### config.mk
export PLATFORM = sky130hd
export DESIGN_NAME = uart_rx_engine
export DESIGN_NICKNAME = d
export VERILOG_FILES = /design/src/rtl/uart_rx_engine.sv
export SDC_FILE = /design/constraint.sdc
export NUM_CORES = 1
export LEC_CHECK = 0
export CAP_MARGIN = 20
export CORE_MARGIN = 2
export CORE_UTILIZATION = 28
export CTS_CLUSTER_SIZE = 10
export DETAILED_ROUTE_END_ITERATION = 6
export PLACE_DENSITY_LB_ADDON = 0.3
export SYNTH_ARGS = -nofsm -noshare
export SYNTH_HDL_FRONTEND = slang
export SYNTH_SLANG_ARGS = --single-unit
### constraint.sdc
create_clock -name clk -period 10.7 [get_ports clk]
set_clock_uncertainty 0.1 [all_clocks]
set_input_delay 1.07 -clock clk [delete_from_list [all_inputs] [get_ports clk]]
set_output_delay 1.07 -clock clk [all_outputs]
set_load 0.1 [all_outputs]
### src/rtl/uart_rx_engine.sv
// UART receive engine: synchronised rx, start/data/parity/stop sampling, show-ahead status FIFO.
// Optional build macro UART_RX_MAJORITY_VOTE_EN selects 2-of-3 majority sampling of every bit.
module uart_rx_engine #(
    parameter int unsigned MAX_DATA_BITS = 9,
    parameter int unsigned FIFO_DEPTH    = 8,
    parameter int unsigned BAUD_WIDTH    = 32
) (
    input  logic                             clk,
    input  logic                             rst_n,
    input  logic                             rx,
    input  logic                             rx_en,
    input  logic [BAUD_WIDTH-1:0]            baud_div,
    input  logic [3:0]                       data_bits,
    input  logic                             parity_en,
    input  logic                             odd_parity,
    input  logic                             two_stop,
    input  logic                             overrun_clr,
    input  logic                             rx_ready,
    output logic                             rx_valid,
    output logic [MAX_DATA_BITS-1:0]         rx_data,
    output logic                             parity_error,
    output logic                             framing_error,
    output logic                             overrun,
    output logic [$clog2(FIFO_DEPTH+1)-1:0]  fifo_level
);
    localparam int unsigned DW = MAX_DATA_BITS;
    localparam int unsigned AW = $clog2(FIFO_DEPTH);
    localparam int unsigned LW = $clog2(FIFO_DEPTH + 1);
    localparam int unsigned EW = DW + 2;
    localparam logic [3:0]            NB_MIN  = 4'd5;
    localparam logic [3:0]            NB_MAX  = 4'(MAX_DATA_BITS);
    localparam logic [BAUD_WIDTH-1:0] DIV_MIN = BAUD_WIDTH'(4);

    typedef enum logic [2:0] {IDLE, START, DATA, PARITY, STOP} state_t;

    state_t                state_q, state_d;
    logic                  rx_s1_q, rx_s2_q, rx_prev_q;
    logic [BAUD_WIDTH-1:0] cnt_q, div_q, mid_c;
    logic [3:0]            nbits_q, bit_idx_q;
    logic                  par_en_q, odd_q, two_stop_q, stop_idx_q;
    logic [DW-1:0]         data_q;
    logic                  par_err_q, fr_err_q;
    logic                  fall_c, start_c, tick_c, bit_c, push_c;
    logic [BAUD_WIDTH-1:0] div_in_c;
    logic [3:0]            nb_in_c;
    logic [EW-1:0]         push_word_c;

    logic [EW-1:0]         mem_q [FIFO_DEPTH];
    logic [AW-1:0]         wr_ptr_q, rd_ptr_q;
    logic [LW-1:0]         level_q;
    logic                  full_c, pop_c, wr_ok_c, drop_c;

    // Two-flop synchroniser plus delayed copy for falling-edge detection; idles high.
    always_ff @(posedge clk or negedge rst_n) begin
        if (!rst_n) begin
            rx_s1_q   <= 1'b1;
            rx_s2_q   <= 1'b1;
            rx_prev_q <= 1'b1;
        end else begin
            rx_s1_q   <= rx;
            rx_s2_q   <= rx_s1_q;
            rx_prev_q <= rx_s2_q;
        end
    end

    assign fall_c   = rx_prev_q & ~rx_s2_q;
    assign start_c  = (state_q == IDLE) && rx_en && fall_c;
    assign mid_c    = div_q >> 1;
    assign div_in_c = (baud_div < DIV_MIN) ? DIV_MIN : baud_div;
    assign nb_in_c  = (data_bits < NB_MIN) ? NB_MIN :
                      (data_bits > NB_MAX) ? NB_MAX : data_bits;

`ifdef UART_RX_MAJORITY_VOTE_EN
    logic maj_a_q, maj_b_q;

    // Early samples at mid-1 and mid; the decision is taken at mid+1.
    always_ff @(posedge clk or negedge rst_n) begin
        if (!rst_n) begin
            maj_a_q <= 1'b1;
            maj_b_q <= 1'b1;
        end else begin
            if (cnt_q == mid_c - BAUD_WIDTH'(1)) maj_a_q <= rx_s2_q;
            if (cnt_q == mid_c)                  maj_b_q <= rx_s2_q;
        end
    end

    assign tick_c = (cnt_q == mid_c + BAUD_WIDTH'(1));
    assign bit_c  = (maj_a_q & maj_b_q) | (maj_a_q & rx_s2_q) | (maj_b_q & rx_s2_q);
`else
    assign tick_c = (cnt_q == mid_c);
    assign bit_c  = rx_s2_q;
`endif

    assign push_word_c = {fr_err_q | ~bit_c, par_err_q, data_q};

    always_ff @(posedge clk or negedge rst_n) begin
        if (!rst_n) state_q <= IDLE;
        else        state_q <= state_d;
    end

    // Next-state logic; the push happens at the final stop-bit decision.
    always_comb begin
        state_d = state_q;
        push_c  = 1'b0;
        if (!rx_en) begin
            state_d = IDLE;
        end else begin
            unique case (state_q)
                IDLE:   if (fall_c) state_d = START;
                START:  if (tick_c) state_d = bit_c ? IDLE : DATA;
                DATA:   if (tick_c && (bit_idx_q == nbits_q - 4'd1))
                            state_d = par_en_q ? PARITY : STOP;
                PARITY: if (tick_c) state_d = STOP;
                STOP:   if (tick_c && (stop_idx_q == two_stop_q)) begin
                            state_d = IDLE;
                            push_c  = 1'b1;
                        end
                default: state_d = IDLE;
            endcase
        end
    end

    // Frame datapath: config captured at the start edge, bit timer starts at offset 1.
    always_ff @(posedge clk or negedge rst_n) begin
        if (!rst_n) begin
            cnt_q      <= '0;
            div_q      <= DIV_MIN;
            nbits_q    <= NB_MIN;
            par_en_q   <= 1'b0;
            odd_q      <= 1'b0;
            two_stop_q <= 1'b0;
            bit_idx_q  <= '0;
            stop_idx_q <= 1'b0;
            data_q     <= '0;
            par_err_q  <= 1'b0;
            fr_err_q   <= 1'b0;
        end else if (start_c) begin
            cnt_q      <= BAUD_WIDTH'(1);
            div_q      <= div_in_c;
            nbits_q    <= nb_in_c;
            par_en_q   <= parity_en;
            odd_q      <= odd_parity;
            two_stop_q <= two_stop;
            bit_idx_q  <= '0;
            stop_idx_q <= 1'b0;
            data_q     <= '0;
            par_err_q  <= 1'b0;
            fr_err_q   <= 1'b0;
        end else begin
            cnt_q <= (cnt_q >= div_q - BAUD_WIDTH'(1)) ? '0 : cnt_q + BAUD_WIDTH'(1);
            if (rx_en && tick_c) begin
                unique case (state_q)
                    DATA: begin
                        if (bit_c) data_q <= data_q | (DW'(1) << bit_idx_q);
                        bit_idx_q <= bit_idx_q + 4'd1;
                    end
                    PARITY: par_err_q <= ((^data_q) ^ bit_c) != odd_q;
                    STOP: begin
                        if (!bit_c) fr_err_q <= 1'b1;
                        stop_idx_q <= ~stop_idx_q;
                    end
                    default: ;
                endcase
            end
        end
    end

    assign full_c  = (level_q == LW'(FIFO_DEPTH));
    assign pop_c   = (level_q != '0) && rx_ready;
    assign wr_ok_c = push_c && (!full_c || pop_c);
    assign drop_c  = push_c && full_c && !pop_c;

    // Receive FIFO with sticky overrun; a drop wins over a same-cycle clear.
    always_ff @(posedge clk or negedge rst_n) begin
        if (!rst_n) begin
            for (int i = 0; i < int'(FIFO_DEPTH); i++) mem_q[i] <= '0;
            wr_ptr_q <= '0;
            rd_ptr_q <= '0;
            level_q  <= '0;
            overrun  <= 1'b0;
        end else begin
            if (wr_ok_c) begin
                mem_q[wr_ptr_q] <= push_word_c;
                wr_ptr_q        <= wr_ptr_q + AW'(1);
            end
            if (pop_c) rd_ptr_q <= rd_ptr_q + AW'(1);
            unique case ({wr_ok_c, pop_c})
                2'b10:   level_q <= level_q + LW'(1);
                2'b01:   level_q <= level_q - LW'(1);
                default: level_q <= level_q;
            endcase
            if (drop_c)           overrun <= 1'b1;
            else if (overrun_clr) overrun <= 1'b0;
        end
    end

    assign rx_valid      = (level_q != '0);
    assign fifo_level    = level_q;
    assign rx_data       = mem_q[rd_ptr_q][DW-1:0];
    assign parity_error  = mem_q[rd_ptr_q][DW];
    assign framing_error = mem_q[rd_ptr_q][DW+1];

endmodule
==> results_dict.tcl <==
set metrics [dict create \
    status "complete, no violations" \
    die_area_sq_um 39100 \
    timing.hold.ws_ps 258 \
    cts_hold_buf 0 \
    cts_tree "done" \
    layout_min_cycle_time_ps 4230 \
    avgSynthCellArea_sq_um 10.9 \
    drtIter0Drc 312 \
    die_y_um 198 \
    p_int_mw 1.30 \
    slew_headroom 0.343 \
    arrival_ps 3060 \
    tightest_slew_ps 979 \
    synth.net_count 1057 \
    place_hpwl_mm 16.8 \
    synthTopCellsByArea "dfrtp_1 (44%), mux2_2 (11%), xor2_1 (5.5%)" \
    synth.distinct_cells 57 \
    final_max_slew_viol_count 0 \
    cts.sinks 192 \
    dp_slack_ps 6250 \
    finalCritPeriodShare 0.395 \
    synth_top_area_frac 0.442 \
    r2r_slack_ps 6510 \
    num_rows 71 \
    critPathKind "reg2out" \
    p_sw_frac 0.330 \
    vias 7186 \
    hold_viol_final 0 \
    startpoint_type "flop" \
    setup_ws_ps 6470 \
    htreeDepth 4 \
    synth-main-ff-cell "dfrtp_1" \
    cp-end-kind "output port" \
    slowest_stage "clkdlybuf4s50_1" \
    max_freq_ghz 0.236 \
    path_cells "buf_4 > mux4_2 > mux2_2 > clkdlybuf4s50_1" \
    start_util 0.282 \
    synth_area_sq_um 10500 \
    drive_above_1_share 0.181 \
    maxCapViolCount 0 \
    totalWireLength_mm 24.1 \
    fin_nets 1095 \
    ys_ff_latch 192 \
    num-fill-cells 3828 \
    worstReg2RegEnd "cnt_q[0]" \
    antenna_found_initial 0 \
    power_frac_comb 0.229 \
    clk_pin_slew_ps 80 \
    grt_pass1_vias 7220 \
    worstSetupStartpoint "rd_ptr_q[0]" \
    gp_congestion 0.798 \
    cts_resized 0 \
    setup_viol 0 \
    cts_buffers 17 \
    drc_errors 0 \
    clockBufferDepth 2 \
    grt_first_pass_wirelength_mm 39.7 \
    crit_path_max_fanout 24 \
    clock_latency_ps 440 \
    async_reset_ff_frac 1.00 \
    root_buffer "clkbuf_16" \
    worstPathRequired_ps 9530 \
    antenna_cells 0 \
    viasPerCell 4.82 \
    rsz0062_at_grt "false" \
    die_x_um 198 \
    hold_class "reg2reg" \
    syn2layout_area_growth_pct 15.6 \
    synth-edff-count 0 \
    setup-tns-final_ps 0 \
    p_sw_mw 0.639 \
    power.leakage_nw 5.53 \
    p_per_area_nw_per_um2 159 \
    clock_power_share 0.330 \
    yosysWarnings 0 \
    synth_top_area_cell "dfrtp_1" \
    wl_per_cell_um 16.2 \
    r2r_cells 14 \
    p_seq_frac 0.441 \
    dr.pass1.iters 4 \
    crit_end "rx_data[7]" \
    antenna_left 0 \
    grt_max_degree 84 \
    ys_seq_area_frac 0.457 \
    vdd.ir_drop.worst_v 0.0000923 \
    r2r-start "div_q[13]" \
    num_io_pins 62 \
    core_area_sq_um 37300 \
    placement.io_buffers 61 \
    max_stage_delay_ps 970 \
    grt_overflow_total 0 \
    postCtsSetupBuffers 0 \
    postSynthCellCount 965 \
    synth.most_common_cell "dfrtp_1" \
    grtUsageTotal 0.130 \
    synth_common_cells "dfrtp_1 (186), nand2_1 (146), mux2_2 (100), xor2_1 (66), xnor2_1 (50)" \
]
## power groups by stage
stage | combinational [mW] | sequential, mW | clock, mW
2_1_floorplan | 0.288 | 0.895 | 0
3_3_place_gp | 0.449 | 0.868 | 0
3_5_place_dp | 0.455 | 0.869 | 0
4_1_cts | 0.456 | 0.855 | 0.659
5_1_grt | 0.499 | 0.864 | 0.689
6_report | 0.445 | 0.854 | 0.639
## how the worst min path moves through the flow
stage                  from    end  slack, ps  depth (start not counted)
floorplan           rx_s1_q  bit_c        250                          0
detailed placement  rx_s1_q  bit_c        250                          0
global placement    rx_s1_q  bit_c        250                          0
global route        rx_s1_q  bit_c        260                          0
finish              rx_s1_q  bit_c        260                          0
CTS                 rx_s1_q  bit_c        260                          0
## flip-flops by register name (all words and copies together) (netlist names), 3 cells and up
name	flops
cnt_q	32
nbits_q	4
wr_ptr_q	3
div_q	32
fifo_level	4
data_q	9
state_q	3
rd_ptr_q	3
mem_q	88
bit_idx_q	4
## placed cells by master (no fill, tap or decap), drive strengths merged, types with 3 or more instances in the layout
cell type / netlist / final
o31ai: 5 / 5
buf: 15 / 7
nand2: 146 / 146
nor4: 19 / 19
mux2: 103 / 103
or2: 5 / 5
o21ai: 21 / 21
o211ai: 4 / 4
xor2: 66 / 66
a21o: 5 / 5
and4b: 3 / 3
clkdlybuf4s50: 0 / 60
nand4: 24 / 24
nor2: 29 / 29
inv: 20 / 26
nor3: 50 / 50
clkbuf: 36 / 22
clkinv: 0 / 5
dfstp: 6 / 6
and3: 8 / 8
mux4: 22 / 22
nand2b: 4 / 4
ha: 46 / 46
nand3: 28 / 28
xnor2: 50 / 50
or4: 7 / 7
and2: 3 / 3
and4: 3 / 3
nand3b: 5 / 5
nor2b: 9 / 9
a21oi: 15 / 15
nor3b: 3 / 3
dfrtp: 186 / 186
## final cells by class
cell class / instances / area, sq um / share of cell area
clock buffers: 19 / 453 / 0.0372
well taps: 474 / 593 / 0.0488
repair buffers: 70 / 677 / 0.0556
multi-input cells: 702 / 5430 / 0.446
inverters: 20 / 75.1 / 0.00617
flip-flops and latches: 192 / 4810 / 0.396
clock inverters: 13 / 124 / 0.0102
## stage by stage
stage                     cell area [sq um]  power [mW]   util  instances
after floorplan                       10500        1.18      -        965
after global placement                11600        1.32  0.310       1456
after detailed placement              11600        1.32  0.310       1456
after CTS                             12200        1.97  0.326       1488
after global routing                  12200        2.05  0.326       1490
final                                 12200        1.94  0.326       1490
## critical path, delay by kind of cell (launching register included)
kind                   cells  cell delay, ps
buffers and inverters      2            1390
flip-flops                 1             330
multiplexers               2             890
## routing by layer
| metal | vias to the layer above | part of all wire | global-route usage |
|---|---|---|---|
| met5 | - | 0 | 0 |
| met4 | 0 | 0.014 | 0.0331 |
| met3 | 20 | 0.025 | 0.0247 |
| met2 | 101 | 0.48 | 0.215 |
| met1 | 3585 | 0.48 | 0.175 |
| li1 | 3480 | - | - |
## logic make-up (layout without fill, tap and decap cells)
kind of cell | count (synthesis) | count (layout) | share of synthesized area
AO/OA/AOI/OAI | 63 | 63 | 0.0376
XOR/XNOR | 116 | 116 | 0.0966
adder cells (fa/ha/maj) | 47 | 47 | 0.0566
buffers and inverters | 71 | 122 | 0.0270
flip-flops | 192 | 192 | 0.457
multiplexers | 127 | 127 | 0.159
AND/OR/NAND/NOR | 349 | 349 | 0.166
No activity file was read; power rests on OpenSTA's default activity.
